File: src/rtl/uart_pkg.sv
// uart_pkg: shared constants and types for the UART receive path.
//   OVERSAMPLE  ticks per bit period (16x oversampling)
//   MID_SAMPLE  tick index inside the start bit where the line is re-checked
//   ST_*        state encodings, also used by rx_state_t
//   even_parity helper returning the even-parity bit of a data byte
package uart_pkg;

   localparam int OVERSAMPLE = 16;
   localparam int MID_SAMPLE = 7;

   localparam logic [2:0] ST_IDLE   = 3'd0;
   localparam logic [2:0] ST_START  = 3'd1;
   localparam logic [2:0] ST_DATA   = 3'd2;
   localparam logic [2:0] ST_PARITY = 3'd3;
   localparam logic [2:0] ST_STOP   = 3'd4;

   typedef enum logic [2:0] {
      IDLE   = ST_IDLE,
      START  = ST_START,
      DATA   = ST_DATA,
      PARITY = ST_PARITY,
      STOP   = ST_STOP
   } rx_state_t;

   function automatic logic even_parity(input logic [7:0] d);
      return ^d;
   endfunction

endpackage

File: src/rtl/uart_rx_fifo.sv
// uart_rx_fifo: first-word-fall-through FIFO for received bytes.
//   clk, reset  system clock, synchronous active-high reset
//   push, din   write din this cycle (dropped when full unless pop also occurs)
//   pop         advance head this cycle (ignored when empty)
//   full, empty occupancy flags
//   dout        current head, forced to 0 while empty
//   count       occupancy, $clog2(DEPTH)+1 bits
// DEPTH must be a power of 2 so the pointers wrap by natural overflow.
module uart_rx_fifo #(
   parameter int WIDTH = 8,
   parameter int DEPTH = 4
) (
   input  logic                     clk,
   input  logic                     reset,
   input  logic                     push,
   input  logic [WIDTH-1:0]         din,
   input  logic                     pop,
   output logic                     full,
   output logic                     empty,
   output logic [WIDTH-1:0]         dout,
   output logic [$clog2(DEPTH):0]   count
);

   localparam int PTR_W = $clog2(DEPTH);
   localparam logic [PTR_W:0] FULL_COUNT = DEPTH[PTR_W:0];

   logic [PTR_W-1:0] wr_ptr_q, wr_ptr_d;
   logic [PTR_W-1:0] rd_ptr_q, rd_ptr_d;
   logic [PTR_W:0]   count_q, count_d;
   logic [WIDTH-1:0] mem_q [DEPTH];
   logic [WIDTH-1:0] mem_d [DEPTH];
   logic             do_push;
   logic             do_pop;

   assign empty = (count_q == '0);
   assign full  = (count_q == FULL_COUNT);
   assign count = count_q;
   assign dout  = empty ? '0 : mem_q[rd_ptr_q];

   // A pop frees the slot the simultaneous push needs, so full+pop+push
   // performs both and occupancy stays at DEPTH.
   assign do_pop  = pop & ~empty;
   assign do_push = push & (~full | do_pop);

   always_comb begin
      mem_d    = mem_q;
      wr_ptr_d = wr_ptr_q;
      rd_ptr_d = rd_ptr_q;
      count_d  = count_q;
      if (do_push) begin
         mem_d[wr_ptr_q] = din;
         wr_ptr_d        = wr_ptr_q + PTR_W'(1);
      end
      if (do_pop) begin
         rd_ptr_d = rd_ptr_q + PTR_W'(1);
      end
      case ({do_push, do_pop})
         2'b10:   count_d = count_q + (PTR_W+1)'(1);
         2'b01:   count_d = count_q - (PTR_W+1)'(1);
         default: count_d = count_q;
      endcase
   end

   always_ff @(posedge clk) begin
      if (reset) begin
         wr_ptr_q <= '0;
         rd_ptr_q <= '0;
         count_q  <= '0;
      end else begin
         wr_ptr_q <= wr_ptr_d;
         rd_ptr_q <= rd_ptr_d;
         count_q  <= count_d;
      end
   end

   // Storage needs no reset: dout is masked while empty.
   always_ff @(posedge clk) begin
      mem_q <= mem_d;
   end

endmodule

File: src/rtl/uart_receiver.sv
// uart_receiver: 16x-oversampled 8N1 UART receiver with a FWFT byte FIFO.
//   clk, reset  system clock, synchronous active-high reset
//   rx          asynchronous serial input, idle high
//   rd_en       pop the FIFO head (ignored when empty)
//   clr_err     clear the sticky error flags
//   rx_data     FIFO head, valid while rx_valid=1
//   rx_valid    FIFO non-empty; rx_irq mirrors it as a level interrupt
//   overrun     sticky: byte arrived while FIFO full and not popping
//   frame_err   sticky: stop bit sampled 0
//   parity_err  sticky: even-parity mismatch (only with UART_RX_PARITY_EN)
// Build option: define UART_RX_PARITY_EN to add an even parity bit after the
// data bits; without it the frame is plain 8N1.
// Valid/ready: the FIFO presents a byte whenever rx_valid=1; a byte is
// consumed exactly on a cycle where rx_valid=1 and rd_en=1.
module uart_receiver
   import uart_pkg::*;
#(
   parameter int CLK_FREQ   = 100_000_000,
   parameter int BAUD       = 9600,
   parameter int FIFO_DEPTH = 4
) (
   input  logic       clk,
   input  logic       reset,
   input  logic       rx,
   input  logic       rd_en,
   input  logic       clr_err,
   output logic [7:0] rx_data,
   output logic       rx_valid,
   output logic       rx_irq,
   output logic       overrun,
   output logic       frame_err
`ifdef UART_RX_PARITY_EN
   ,
   output logic       parity_err
`endif
);

   localparam int DIV      = CLK_FREQ / (BAUD * OVERSAMPLE);
   localparam int TICK_W   = (DIV > 1) ? $clog2(DIV) : 1;
   localparam int SAMPLE_W = $clog2(OVERSAMPLE);
   localparam logic [TICK_W-1:0]   TICK_MAX    = TICK_W'(DIV - 1);
   localparam logic [SAMPLE_W-1:0] MID_TICK    = SAMPLE_W'(MID_SAMPLE);
   localparam logic [SAMPLE_W-1:0] LAST_SAMPLE = SAMPLE_W'(OVERSAMPLE - 1);

   logic                  sync1_q, sync1_d;
   logic                  sync2_q, sync2_d;
   logic                  prev_q, prev_d;
   rx_state_t             state_q, state_d;
   logic [TICK_W-1:0]     tick_cnt_q, tick_cnt_d;
   logic [SAMPLE_W-1:0]   sample_q, sample_d;
   logic [2:0]            bit_q, bit_d;
   logic [7:0]            shift_q, shift_d;
   logic                  overrun_q, overrun_d;
   logic                  frame_err_q, frame_err_d;
`ifdef UART_RX_PARITY_EN
   logic                  parity_bad_q, parity_bad_d;
   logic                  parity_err_q, parity_err_d;
   logic                  parity_set;
`endif

   logic                  rx_s;
   logic                  start_edge;
   logic                  tick;
   logic                  push_byte;
   logic                  frame_set;
   logic                  fifo_full;
   logic                  fifo_empty;
   logic [7:0]            fifo_dout;
   logic [$clog2(FIFO_DEPTH):0] fifo_count;
   logic                  unused_count;

   assign rx_s       = sync2_q;
   assign start_edge = prev_q & ~sync2_q;
   assign tick       = (state_q != IDLE) && (tick_cnt_q == TICK_MAX);
   // Occupancy is kept visible for observation only.
   assign unused_count = ^fifo_count;

   always_comb begin
      sync1_d    = rx;
      sync2_d    = sync1_q;
      prev_d     = sync2_q;
      state_d    = state_q;
      sample_d   = sample_q;
      bit_d      = bit_q;
      shift_d    = shift_q;
      push_byte  = 1'b0;
      frame_set  = 1'b0;
`ifdef UART_RX_PARITY_EN
      parity_bad_d = parity_bad_q;
      parity_set   = 1'b0;
`endif

      // The divider only runs inside a frame so every frame starts phase-aligned
      // to its own start edge.
      if (state_q == IDLE || tick) begin
         tick_cnt_d = '0;
      end else begin
         tick_cnt_d = tick_cnt_q + TICK_W'(1);
      end

      case (state_q)
         IDLE: begin
            if (start_edge) begin
               state_d  = START;
               sample_d = '0;
`ifdef UART_RX_PARITY_EN
               parity_bad_d = 1'b0;
`endif
            end
         end
         START: begin
            if (tick) begin
               if (sample_q == MID_TICK) begin
                  // A line that is high again at mid start bit was a glitch.
                  sample_d = '0;
                  bit_d    = '0;
                  state_d  = rx_s ? IDLE : DATA;
               end else begin
                  sample_d = sample_q + SAMPLE_W'(1);
               end
            end
         end
         DATA: begin
            if (tick) begin
               if (sample_q == LAST_SAMPLE) begin
                  sample_d = '0;
                  shift_d  = {rx_s, shift_q[7:1]};
                  bit_d    = bit_q + 3'd1;
                  if (bit_q == 3'd7) begin
`ifdef UART_RX_PARITY_EN
                     state_d = PARITY;
`else
                     state_d = STOP;
`endif
                  end
               end else begin
                  sample_d = sample_q + SAMPLE_W'(1);
               end
            end
         end
`ifdef UART_RX_PARITY_EN
         PARITY: begin
            if (tick) begin
               if (sample_q == LAST_SAMPLE) begin
                  sample_d = '0;
                  state_d  = STOP;
                  if (rx_s != even_parity(shift_q)) begin
                     parity_bad_d = 1'b1;
                     parity_set   = 1'b1;
                  end
               end else begin
                  sample_d = sample_q + SAMPLE_W'(1);
               end
            end
         end
`endif
         STOP: begin
            if (tick) begin
               if (sample_q == LAST_SAMPLE) begin
                  sample_d = '0;
                  state_d  = IDLE;
                  if (!rx_s) begin
                     frame_set = 1'b1;
                  end else begin
`ifdef UART_RX_PARITY_EN
                     push_byte = ~parity_bad_q;
`else
                     push_byte = 1'b1;
`endif
                  end
               end else begin
                  sample_d = sample_q + SAMPLE_W'(1);
               end
            end
         end
         default: state_d = IDLE;
      endcase

      // Set events take priority over a coincident clear.
      overrun_d   = (push_byte & fifo_full & ~rd_en) ? 1'b1 :
                    (clr_err ? 1'b0 : overrun_q);
      frame_err_d = frame_set ? 1'b1 : (clr_err ? 1'b0 : frame_err_q);
`ifdef UART_RX_PARITY_EN
      parity_err_d = parity_set ? 1'b1 : (clr_err ? 1'b0 : parity_err_q);
`endif
   end

   always_ff @(posedge clk) begin
      if (reset) begin
         sync1_q     <= 1'b1;
         sync2_q     <= 1'b1;
         prev_q      <= 1'b1;
         state_q     <= IDLE;
         tick_cnt_q  <= '0;
         sample_q    <= '0;
         bit_q       <= '0;
         shift_q     <= '0;
         overrun_q   <= 1'b0;
         frame_err_q <= 1'b0;
`ifdef UART_RX_PARITY_EN
         parity_bad_q <= 1'b0;
         parity_err_q <= 1'b0;
`endif
      end else begin
         sync1_q     <= sync1_d;
         sync2_q     <= sync2_d;
         prev_q      <= prev_d;
         state_q     <= state_d;
         tick_cnt_q  <= tick_cnt_d;
         sample_q    <= sample_d;
         bit_q       <= bit_d;
         shift_q     <= shift_d;
         overrun_q   <= overrun_d;
         frame_err_q <= frame_err_d;
`ifdef UART_RX_PARITY_EN
         parity_bad_q <= parity_bad_d;
         parity_err_q <= parity_err_d;
`endif
      end
   end

   uart_rx_fifo #(
      .WIDTH (8),
      .DEPTH (FIFO_DEPTH)
   ) u_fifo (
      .clk   (clk),
      .reset (reset),
      .push  (push_byte),
      .din   (shift_q),
      .pop   (rd_en),
      .full  (fifo_full),
      .empty (fifo_empty),
      .dout  (fifo_dout),
      .count (fifo_count)
   );

   assign rx_data   = fifo_dout;
   assign rx_valid  = ~fifo_empty;
   assign rx_irq    = ~fifo_empty;
   assign overrun   = overrun_q;
   assign frame_err = frame_err_q;
`ifdef UART_RX_PARITY_EN
   assign parity_err = parity_err_q;
`endif

endmodule

File: config.mk
export PLATFORM = sky130hd
export DESIGN_NAME = uart_receiver
export DESIGN_NICKNAME = d
export VERILOG_FILES = /design/src/rtl/uart_pkg.sv /design/src/rtl/uart_rx_fifo.sv /design/src/rtl/uart_receiver.sv
export SDC_FILE = /design/constraint.sdc
export NUM_CORES = 1
export LEC_CHECK = 0
export CORE_UTILIZATION = 40
export DETAILED_ROUTE_END_ITERATION = 6
export DONT_BUFFER_PORTS = 1
export PLACE_DENSITY_LB_ADDON = 0.12
export SLEW_MARGIN = 30
export SYNTH_ARGS = -nofsm -noshare
export SYNTH_HDL_FRONTEND = slang
export SYNTH_SLANG_ARGS = --single-unit
export TNS_END_PERCENT = 100
File: constraint.sdc
create_clock -name clk -period 2.85 [get_ports clk]
set_input_delay 0.57 -clock clk [delete_from_list [all_inputs] [get_ports clk]]
set_output_delay 0.57 -clock clk [all_outputs]
set_load 0.005 [all_outputs]
==> results list <==
- Global routing used 14.33% of the available tracks.
- Area added between synthesis and finish: 10.70%
- Async set or reset register ratio after synthesis: 0%
- Sum of negative setup slack: 0 ps
- I/O pin cnt: 17
- After global routing the overflow that remains totals 0.
* Critical path type: reg -> reg
- The commonest cells after synthesis are sky130_fd_sc_hd__dfxtp_1, sky130_fd_sc_hd__nor2_1, sky130_fd_sc_hd__edfxtp_1.
- RePlAce Congestion: 0.7411
- Combinational fraction of design power: 0.9%
* Beginning of the worst hold path: reset
- Kind of start point of the critical path: flop
- The first global-routing pass estimated 8.894 mm of wire.
* Synth area leaders: sky130_fd_sc_hd__edfxtp_1, sky130_fd_sc_hd__dfxtp_1, sky130_fd_sc_hd__mux4_2
* Die boundary height: 90.18 um
* Maximum capacitance violations: 0
- In this run the tool buffered the top-level ports with 0 buffer cells.
- Placed cell areas: roughly 0.0032 mm^2
* Placeable Area: 0.007370 mm^2
- The critical path ends at u_fifo.count[2].
- In this run the critical register-to-register path is captured at u_fifo.count[2].
- Setup violators final: 0
- The worst register-to-register path has a depth of 11.
* Complex-gate fraction of the synthesized area: under 10%
- Number of flops mapped to enable cells by yosys: 32
* Count of placed standard cells including taps: 354
- Number of clock buffers inserted by TritonCTS: 9
* Cell at the root of the clock tree: sky130_fd_sc_hd__clkbuf_8
- Fin. max-slew vios: 0
- WP data arrival: around 2800 ps
- Sequential share of power: 54.4%
* Final Net Count: 282
- After clock tree synthesis, the setup repair step added 0 buffers.
- Fraction of power consumed by the clock network: 44.7%
- Synthesized area divided by synthesized cell count: 11.96 um^2
- Maximum resistive drop on vdd: 0.0002320 V
* Number of remaining DRC errors: 0
* Area of the mapped netlist: 0.003110 mm^2
* Total vias in the final route: 1,843
* Portion of netlist area occupied by mux cells: 9.654%
- From left edge to right edge, the die measures 90.18 um.
- The repair_antennas step left the layout with diodes totalling 0.
- Of all nets on the critical path, the largest fanout is 7.
- Post-Synth XOR/XNOR Area: 3.660%
* Ratio of final minimum period to clock period: between 80% and 90%
- The first detailed-routing pass ran for 4 iterations.
- Hold WS: 280.8 ps
* Leakage power figure: 0.001213 uW
- Leaving out filler cells and counting taps, the final layout contains 370.
- The clock passes through at most 2 buffers.
* Launch point of the worst reg-to-reg path: sample_q[0]
- Average routed wire per standard cell: 14.11 um
- Once detailed placement completed, the half-perimeter wirelength came to 3.349 mm.
- The worst pin sits at a relative slew slack of 59.28%.
* Hold buffer count at CTS: 0
* Endpoints failing hold: 0
- Dividing the detail-routed via count by the number of cells gives 4.981.
* CP Capture Type: flop
- Routed Antenna Nets: 0
* Transition time at the pin with the least slew margin: 610.0 ps
- Among all flip-flop cells after synthesis, the most frequent one is sky130_fd_sc_hd__dfxtp_1.
* Setup repair after global routing missed its margin: no
- Switching component of the power: 404.2 uW
- Switching power as a share of total power: 20.47%
- In the synthesized netlist, the number of instances is 260.
* Most repeated cell in the gate-level netlist after synthesis: sky130_fd_sc_hd__dfxtp_1
- Summing the areas of all and, or, nand and nor instances in the mapped netlist gives 17.82% of the synthesized area.
- Ratio of total power to cell area: 573.5 mW/mm^2
* Fraction of synthesized cell area taken by the top area cell type: a little under a third
- The min-delay analysis places its worst path in the category in -> reg.
* Fin crit period: 2470 ps
* Total length of routed wires: 5.219 mm
- Clock-pin slew was measured on the worst setup and hold paths at 80 ps.
- Outcome: complete, no violations
- The initial antenna violation count came to 0.
- Timing would allow up to 404.9 MHz.
- For the final database, setup skew stands at 9.672 ps.
- Violation count after the first detailed-route iteration: 88
- Sequential element share of the synthesized area: 56.64%
- The initial utilization of the core area, before any placement, comes to a little over two fifths.
- After clock tree synthesis, the repair step resized 0 gates.
- The clock net in this run drives a total of 72 sinks.
* Post-Synth Adder-Cell Area: 4.666%
* Clock latency at the later pin of the worst-skew pair: 340 ps
* Internal power: between 1500 and 2000 uW
- The number of nets handed over by synthesis was 276.
* Post-route design area: 0.003443 mm^2
- TritonCTS clock tree: yes
* Count of standard-cell rows: 31
- By area, the combinational part of the netlist is dominated by simple AND/OR/NAND/NOR gates.
- The number of global-route vias before repair was around 1.8k.
- H-tree depth: 3
* Total Die Area: slightly above 0.008 mm^2
- Flop-to-flop setup slack: ~380 ps
- Cells with a size suffix above 1 make up 12.55% of the layout.
- Number of distinct standard cells referenced by the synthesized netlist: 48
- During synthesis, Yosys emitted a total of 0 warnings.
- Maximum number of pins on one net before global-route repair: 34
- Critical path required time: roughly 3100 ps
- Flops & latches, synth: 72
- The critical path starts at sample_q[0].
- The biggest area contributor in the post-synthesis netlist is sky130_fd_sc_hd__edfxtp_1.
-- worst min-delay path by stage --
stage / end / cells after the start
2_1_floorplan: prev_d / 1
5_1_grt: shift_q[4] / 1
3_3_place_gp: prev_d / 1
6_report: bit_q[1] / 1
4_1_cts: bit_q[0] / 1
3_5_place_dp: prev_d / 1
-- cells in the final DEF, fill, tap and decap left out, types with 6 or more instances in the layout --
master                      n
sky130_fd_sc_hd__nand2_1    9
sky130_fd_sc_hd__mux4_2     8
sky130_fd_sc_hd__inv_1      8
sky130_fd_sc_hd__clkbuf_8   9
sky130_fd_sc_hd__xnor2_1    7
sky130_fd_sc_hd__nor2_1    34
sky130_fd_sc_hd__mux2i_1   12
sky130_fd_sc_hd__ha_1      10
sky130_fd_sc_hd__edfxtp_1  32
sky130_fd_sc_hd__nand3_1    7
sky130_fd_sc_hd__xor2_1     6
sky130_fd_sc_hd__and2_1    15
sky130_fd_sc_hd__a21oi_1   10
sky130_fd_sc_hd__dfxtp_1   40
-- metrics by stage --
step | util (%) | total power [uW] | setup WS, ps
CTS | 46.72 | 1996 | 363.8
floorplan | - | 1116 | 487.4
finish | 46.72 | 1975 | 380.1
global placement | 43.75 | 1116 | 434.0
global route | 46.72 | 2050 | 122.1
detailed placement | 43.75 | 1115 | 381.7
-- registers in the layout, indices dropped and copies added (netlist names) --
name             flops
shift_q              8
sample_q             4
u_fifo.rd_ptr_q      2
u_fifo.wr_ptr_q      2
tick_cnt_q          10
sync1_q              1
prev_d               1
bit_q                3
u_fifo.count         3
u_fifo.mem_q        32
frame_err            1
prev_q               1
overrun              1
state_q              3
-- final cells by class --
cell class	count	area (um^2)
clock buffer	9	123.9
clock inverter	7	95.09
fill	681	3926
inverter	8	30.03
multi-input combinational	171	1279
sequential	72	1762
tap	99	123.9
timing repair buffer	4	30.03
-- metal layers --
layer | part of all wire (%) | vias up | GRT usage (%) | wire length, um
li1 | - | 939 | - | -
met1 | 48 | 869 | 17.84 | 2491
met2 | 47 | 29 | 22.52 | 2444
met3 | 4.1 | 6 | 5.330 | 212
met4 | 1.3 | 0 | 5.645 | 70
met5 | 0 | - | 0 | 0
-- worst max-delay path: stages, from the launching register on --
cell and delay, ps:
sky130_fd_sc_hd__dfxtp_1 370, sky130_fd_sc_hd__ha_1 240, sky130_fd_sc_hd__and3_1 250, sky130_fd_sc_hd__nand4_1 140, sky130_fd_sc_hd__nor3_2 350, sky130_fd_sc_hd__inv_1 80
sky130_fd_sc_hd__ha_1 210, sky130_fd_sc_hd__inv_1 70, sky130_fd_sc_hd__fa_1 170, sky130_fd_sc_hd__xor2_1 70, sky130_fd_sc_hd__or3_1 300, sky130_fd_sc_hd__a21oi_1 140
-- power groups by stage --
stage | Clock (uW) | Sequential, uW | Combinational, uW
2_1_floorplan | 0 | 1100 | 19.8
3_3_place_gp | 0 | 1100 | 18.5
3_5_place_dp | 0 | 1100 | 18.1
4_1_cts | 904 | 1070 | 18.3
5_1_grt | 955 | 1070 | 20.3
6_report | 883 | 1070 | 18.3
-- kinds of logic after synthesis --
logic type	after synthesis
simple gates	101
compound gates	26
flops	72
mux	20
xor+xnor	13
buf+inv	17
fa+ha+maj	11
Power figures use the tool's default switching activity.
==> patch 1 (same settings) <==
The option `UART_RX_PARITY_EN` is turned on by a define.
--- a/src/rtl/uart_receiver.sv
+++ b/src/rtl/uart_receiver.sv
@@ -12,6 +12,8 @@
 // data bits; without it the frame is plain 8N1.
 // Valid/ready: the FIFO presents a byte whenever rx_valid=1; a byte is
 // consumed exactly on a cycle where rx_valid=1 and rd_en=1.
+`define UART_RX_PARITY_EN
+
 module uart_receiver
    import uart_pkg::*;
 #(
Formal check against the unedited RTL (old outputs only; new: parity_err): same outputs for any inputs over 10 cycles, from zero or initial values and one cycle with reset high; that may be too few to reach the edited logic, so the function may still have changed.
==> patch 1 against the original RTL <==
  * Cell area up 7.0%
  * Global-route usage rose by 0.66 points
  * Sequential share of layout area decreased by 2.2 points
  * Synthesized area up 7.8%
  * Sequential cell count up 2
  * Setup slack lost 0.072 ns
  * Routed wire length is 11% higher
Power is not compared: it rests on default switching activity, and its combinational part moved more than twofold at a synthesized area within 25%.
==> patch 1: results (changes against the original RTL) <==
| Metric | Value |
|---|---|
| Status | `finished clean` |
| Slew Limit Headroom | `56.9% (-2.4 points)` |
| Top cells by count, synth | `dfxtp_1 (42), edfxtp_1 (32), nor2_1 (29), nand2_1 (21), a21oi_1 (17)` |
| Crit Path Max Fanout | `4 (-3)` |
| Clock-pin slew on the worst setup and hold paths | `0.09 ns` |
| HPWL after detailed placement | `3.99 mm (+19%)` |
| Synth Area in XOR/XNOR | `5.90% (+2.2 points)` |
| Initial drt markers | `53 (-40%)` |
| I/O Buffers | `0 (unchanged)` |
| Post-Syn Instances | `296 (+14%)` |
| Avg Vias per Cell | `5.10 (+2.3%)` |
| Post-synthesis mux area share | `6.57% (-3.1 points)` |
| Placer congestion estimate | `0.785 (+6.0%)` |
| Vias in the first global route | `2023 (+9.9%)` |
| Post-synthesis compound-gate area fraction | `6.60% (+1.3 points)` |
| Cts bufs inserted | `9 (unchanged)` |
| Synth unique cells | `49 (+2.1%)` |
| Arrival @ worst endpoint | `2.82 ns (+0.07 ns)` |
| DR pass1 iterations | `4 (unchanged)` |
| CTS Root Cell | `clkbuf_8` |
| Filler cells | `800 (+17%)` |
| Placed cell areas | `3460 sq um (+7.3%)` |
| Biggest registers after layout | `u_fifo.mem_q x32, tick_cnt_q x10, shift_q x8` |
| Post-synthesis adder-cell area fraction | `4.33% (-0.34 points)` |
| Depth of the CTS H-tree | `3 (unchanged)` |
| Setup TNS | `0 ns (unchanged)` |
| DP Worst Slack | `0.294 ns (-0.0878 ns)` |
| Layout cells sized above 1 | `12.9% (+0.37 points)` |
| CTS max path bufs | `2 (unchanged)` |
| First-pass GRT wire length | `9.96 mm (+12%)` |
| # diodes | `0 (unchanged)` |
| DRC Markers | `0 (unchanged)` |
| Antenna violations before repair | `0 (unchanged)` |
| WL final | `5.81 mm (+11%)` |
| VDD IR max | `292 uV` |
| Ys flop type | `dfxtp_1` |
| YS warnings | `0 (unchanged)` |
| HP Class | `input port to flip-flop` |
| Total track usage | `15.0% (+0.66 points)` |
| Wirelength per Cell | `14.3 um (+1.2%)` |
| Nets | `313 (+11%)` |
| Lkg Pwr | `0.00130 uW` |
| Seq/Total Area, Yosys | `53.7% (-2.9 points)` |
| Clk_skew | `0.0106 ns (+0.000973 ns)` |
| Largest net degree at the start of global routing | `39 (+15%)` |
| Placed Cells | `391 (+10%)` |
| Top post-synthesis cells by area | `edfxtp_1 (29%), dfxtp_1 (25%), mux4_2 (5.4%)` |
| Post CTS Setup Buffer Count | `0 (unchanged)` |
| Clk_lat worst skew | `0.34 ns (about the same)` |
| Synth async-reset ratio | `0% (unchanged)` |
| Resize count post-CTS | `0 (unchanged)` |
| Post-synth EDFFs | `32 (unchanged)` |
patch 1: final timing paths:
check           startpoint               to  slack, ns  cells after the start
max          tick_cnt_q[4]  u_fifo.count[2]       0.31                     10
min                  reset      sample_q[0]       0.29                      1
max reg2reg  tick_cnt_q[4]  u_fifo.count[2]       0.31                     10
min reg2reg        sync1_q           prev_d       0.42                      1
patch 1: cell type report:
class	instances	area, sq um	area share, %
tap	105	131	3.57
clock inverter	7	100	2.72
sequential	74	1800	48.9
timing repair buffer	5	37.5	1.02
inverter	10	37.5	1.02
multi-input combinational	197	1450	39.4
clock buffer	9	124	3.36
patch 1: kinds of logic (layout without fill, tap and decap cells):
family	count (synthesis)	after routing
muxes	12	12
AOI/OAI and AO/OA	35	35
adders and majority gates	11	11
buffers and inverters	25	31
and+or+nand+nor	118	118
DFF	74	74
xor gates and xnor gates	21	21
patch 1: per-layer routing:
layer | part of all wire [%] | GRT usage (%) | vias to the layer above | wire length, um
li1 | - | - | 1052 | -
met1 | 48 | 19.3 | 991 | 2760
met2 | 48 | 24.8 | 22 | 2820
met3 | 2.2 | 2.68 | 9 | 129
met4 | 1.7 | 6.15 | 0 | 97
met5 | 0 | 0 | - | 0
patch 1: critical path, cell delays in order (launching register included):
cell and delay, ns:
dfxtp_1 0.35, or4b_4 0.59, nor4_4 0.34, and3b_1 0.22
inv_1 0.05, ha_1 0.19, inv_1 0.07, fa_1 0.17
xor2_1 0.07, or3_1 0.30, a21oi_1 0.14
patch 1: power breakdown:
group	switching [uW]	total (uW)	internal [uW]	leakage, uW
registers	35.8	1150	1110	0.000635
clock network	413	914	501	0.000114
logic	118	200	82.2	0.000547
total	567	2260	1700	0.00130
==> patch 2 (same flow settings) <==
Made on the original files. Register the output `rx_data`, without a reset; this adds one clock of latency there. The other outputs are not delayed to match.
--- a/src/rtl/uart_receiver.sv
+++ b/src/rtl/uart_receiver.sv
@@ -234,7 +234,9 @@
       .count (fifo_count)
    );
 
-   assign rx_data   = fifo_dout;
+   always_ff @(posedge clk) begin
+      rx_data <= fifo_dout;
+   end
    assign rx_valid  = ~fifo_empty;
    assign rx_irq    = ~fifo_empty;
    assign overrun   = overrun_q;
Behaviour: no difference found for any inputs over 10 cycles, from zero or initial values and one cycle with reset high; that may be too few to reach the edited logic, so the function may still have changed.
==> patch 2 against the original RTL <==
  * Power shrank 1.4%
  * Routed wire length grew 5.6%
  * Cell area is 5.1% higher
  * Clock skew fell by 0.0037 ns
  * Synthesized area grew 7.7%
  * Global-route usage is 0.079 points lower
  * Setup slack worse by 0.013 ns
  * Clock power shrank 16%
  * Sequential cell count up 8
  * Largest cell class unchanged
==> patch 2: results (changes against the original RTL) <==
| Metric | Value |
|---|---|
| Seq/Total Area, Yosys | `57.4% (+0.72 points)` |
| Clk_skew | `0.00596 ns (-0.00371 ns)` |
| Vias in the first global route | `1874 (+1.8%)` |
| Nets | `296 (+5.0%)` |
| Arrival @ worst endpoint | `2.76 ns (about the same)` |
| Biggest registers after layout | `u_fifo.mem_q x32, tick_cnt_q x10` |
| HPWL after detailed placement | `3.59 mm (+7.2%)` |
| Largest net degree at the start of global routing | `33 (-2.9%)` |
| Clock-pin slew on the worst setup and hold paths | `0.08 ns (about the same)` |
| Slew Limit Headroom | `58.1% (-1.2 points)` |
| Initial drt markers | `57 (-35%)` |
| Full die area | `8750 sq um (+7.6%)` |
| Filler cells | `785 (+15%)` |
| Top post-synthesis cells by area | `dfxtp_1 (29%), edfxtp_1 (29%), mux4_2 (5.4%)` |
| Layout cells sized above 1 | `12.3% (-0.27 points)` |
| Via count | `1959 (+6.3%)` |
| Wirelength per Cell | `14.1 um (+0.16%)` |
| Total track usage | `14.2% (-0.079 points)` |
| Cell depth of the worst hold path | `1 (unchanged)` |
| Placer congestion estimate | `0.757 (+2.2%)` |
| First-pass GRT wire length | `9.40 mm (+5.7%)` |
| Lkg Pwr | `0.00121 uW (-0.14%)` |
| Top cells by count, synth | `dfxtp_1 (48), nor2_1 (38), edfxtp_1 (32), and2_1 (15), mux2i_1 (11)` |
| VDD IR max | `283 uV (+22%)` |
| Status | `finished clean` |
| Synthesized Nets | `294 (+6.5%)` |
| DP Worst Slack | `0.244 ns (-0.138 ns)` |
| I/O Buffers | `0 (unchanged)` |
==> patch 2: cell families (layout without fill, tap and decap cells) <==
group / count (synthesis) / count (layout) / share of synthesized area, %
compound gates: 30 / 30 / 6.39
xor+xnor: 13 / 13 / 3.40
fa+ha+maj: 11 / 11 / 4.33
buf+inv: 23 / 30 / 3.14
flops: 80 / 80 / 57.4
mux: 19 / 19 / 8.66
simple gates: 102 / 102 / 16.7
==> patch 2: path summary, 6_finish.rpt <==
kind	slack, ns	to	startpoint
worst max-delay path	0.37	u_fifo.count[2]	sample_q[0]
worst min-delay path	0.29	state_q[0]	reset
worst max register to register	0.37	u_fifo.count[2]	sample_q[0]
worst min register to register	0.42	prev_d	sync1_q
==> patch 2: per-layer routing <==
metal  GRT usage [%]  vias to the layer above  wire length, um
met5               0                        -                0
met4            5.00                        0               73
met3            4.80                        8              187
met2            23.8                       29             2680
met1            17.1                      935             2570
li1                -                      987                -
==> patch 2: power by group <==
group / switching (uW) / total (uW) / internal, uW
combinational: 11.4 / 22.4 / 11.0
clock: 419 / 739 / 320
sequential: 4.17 / 1190 / 1180
==> patch 2: worst max-delay path, stage by stage (launching register included) <==
cell and delay [ns]:
dfxtp_1 0.37, ha_1 0.26, and3_1 0.25, nand4_1 0.15, nor3_2 0.34, inv_1 0.09, ha_1 0.21, inv_1 0.07
fa_1 0.17, xor2_1 0.07, or3_1 0.31, a21oi_1 0.14
==> patch 2: area by class of cell <==
cell class	instances	area share [%]
Clock buffer	10	3.53
Timing Repair Buffer	4	0.830
Sequential cell	80	53.1
Tap cell	105	3.63
Clock inverter	6	1.25
Multi-Input combinational cell	175	36.6
Inverter	10	1.04
==> patch 2: metrics by stage <==
| step | instances | util, % | hold slack [ns] | cell area, sq um |
|---|---|---|---|---|
| after floorplan | 278 | - | 0.389 | 3350 |
| after global placement | 374 | 42.1 | 0.398 | 3440 |
| after detailed placement | 374 | 42.1 | 0.399 | 3440 |
| after CTS | 390 | 44.2 | 0.266 | 3620 |
| after global routing | 390 | 44.2 | 0.255 | 3620 |
| final | 390 | 44.2 | 0.289 | 3620 |
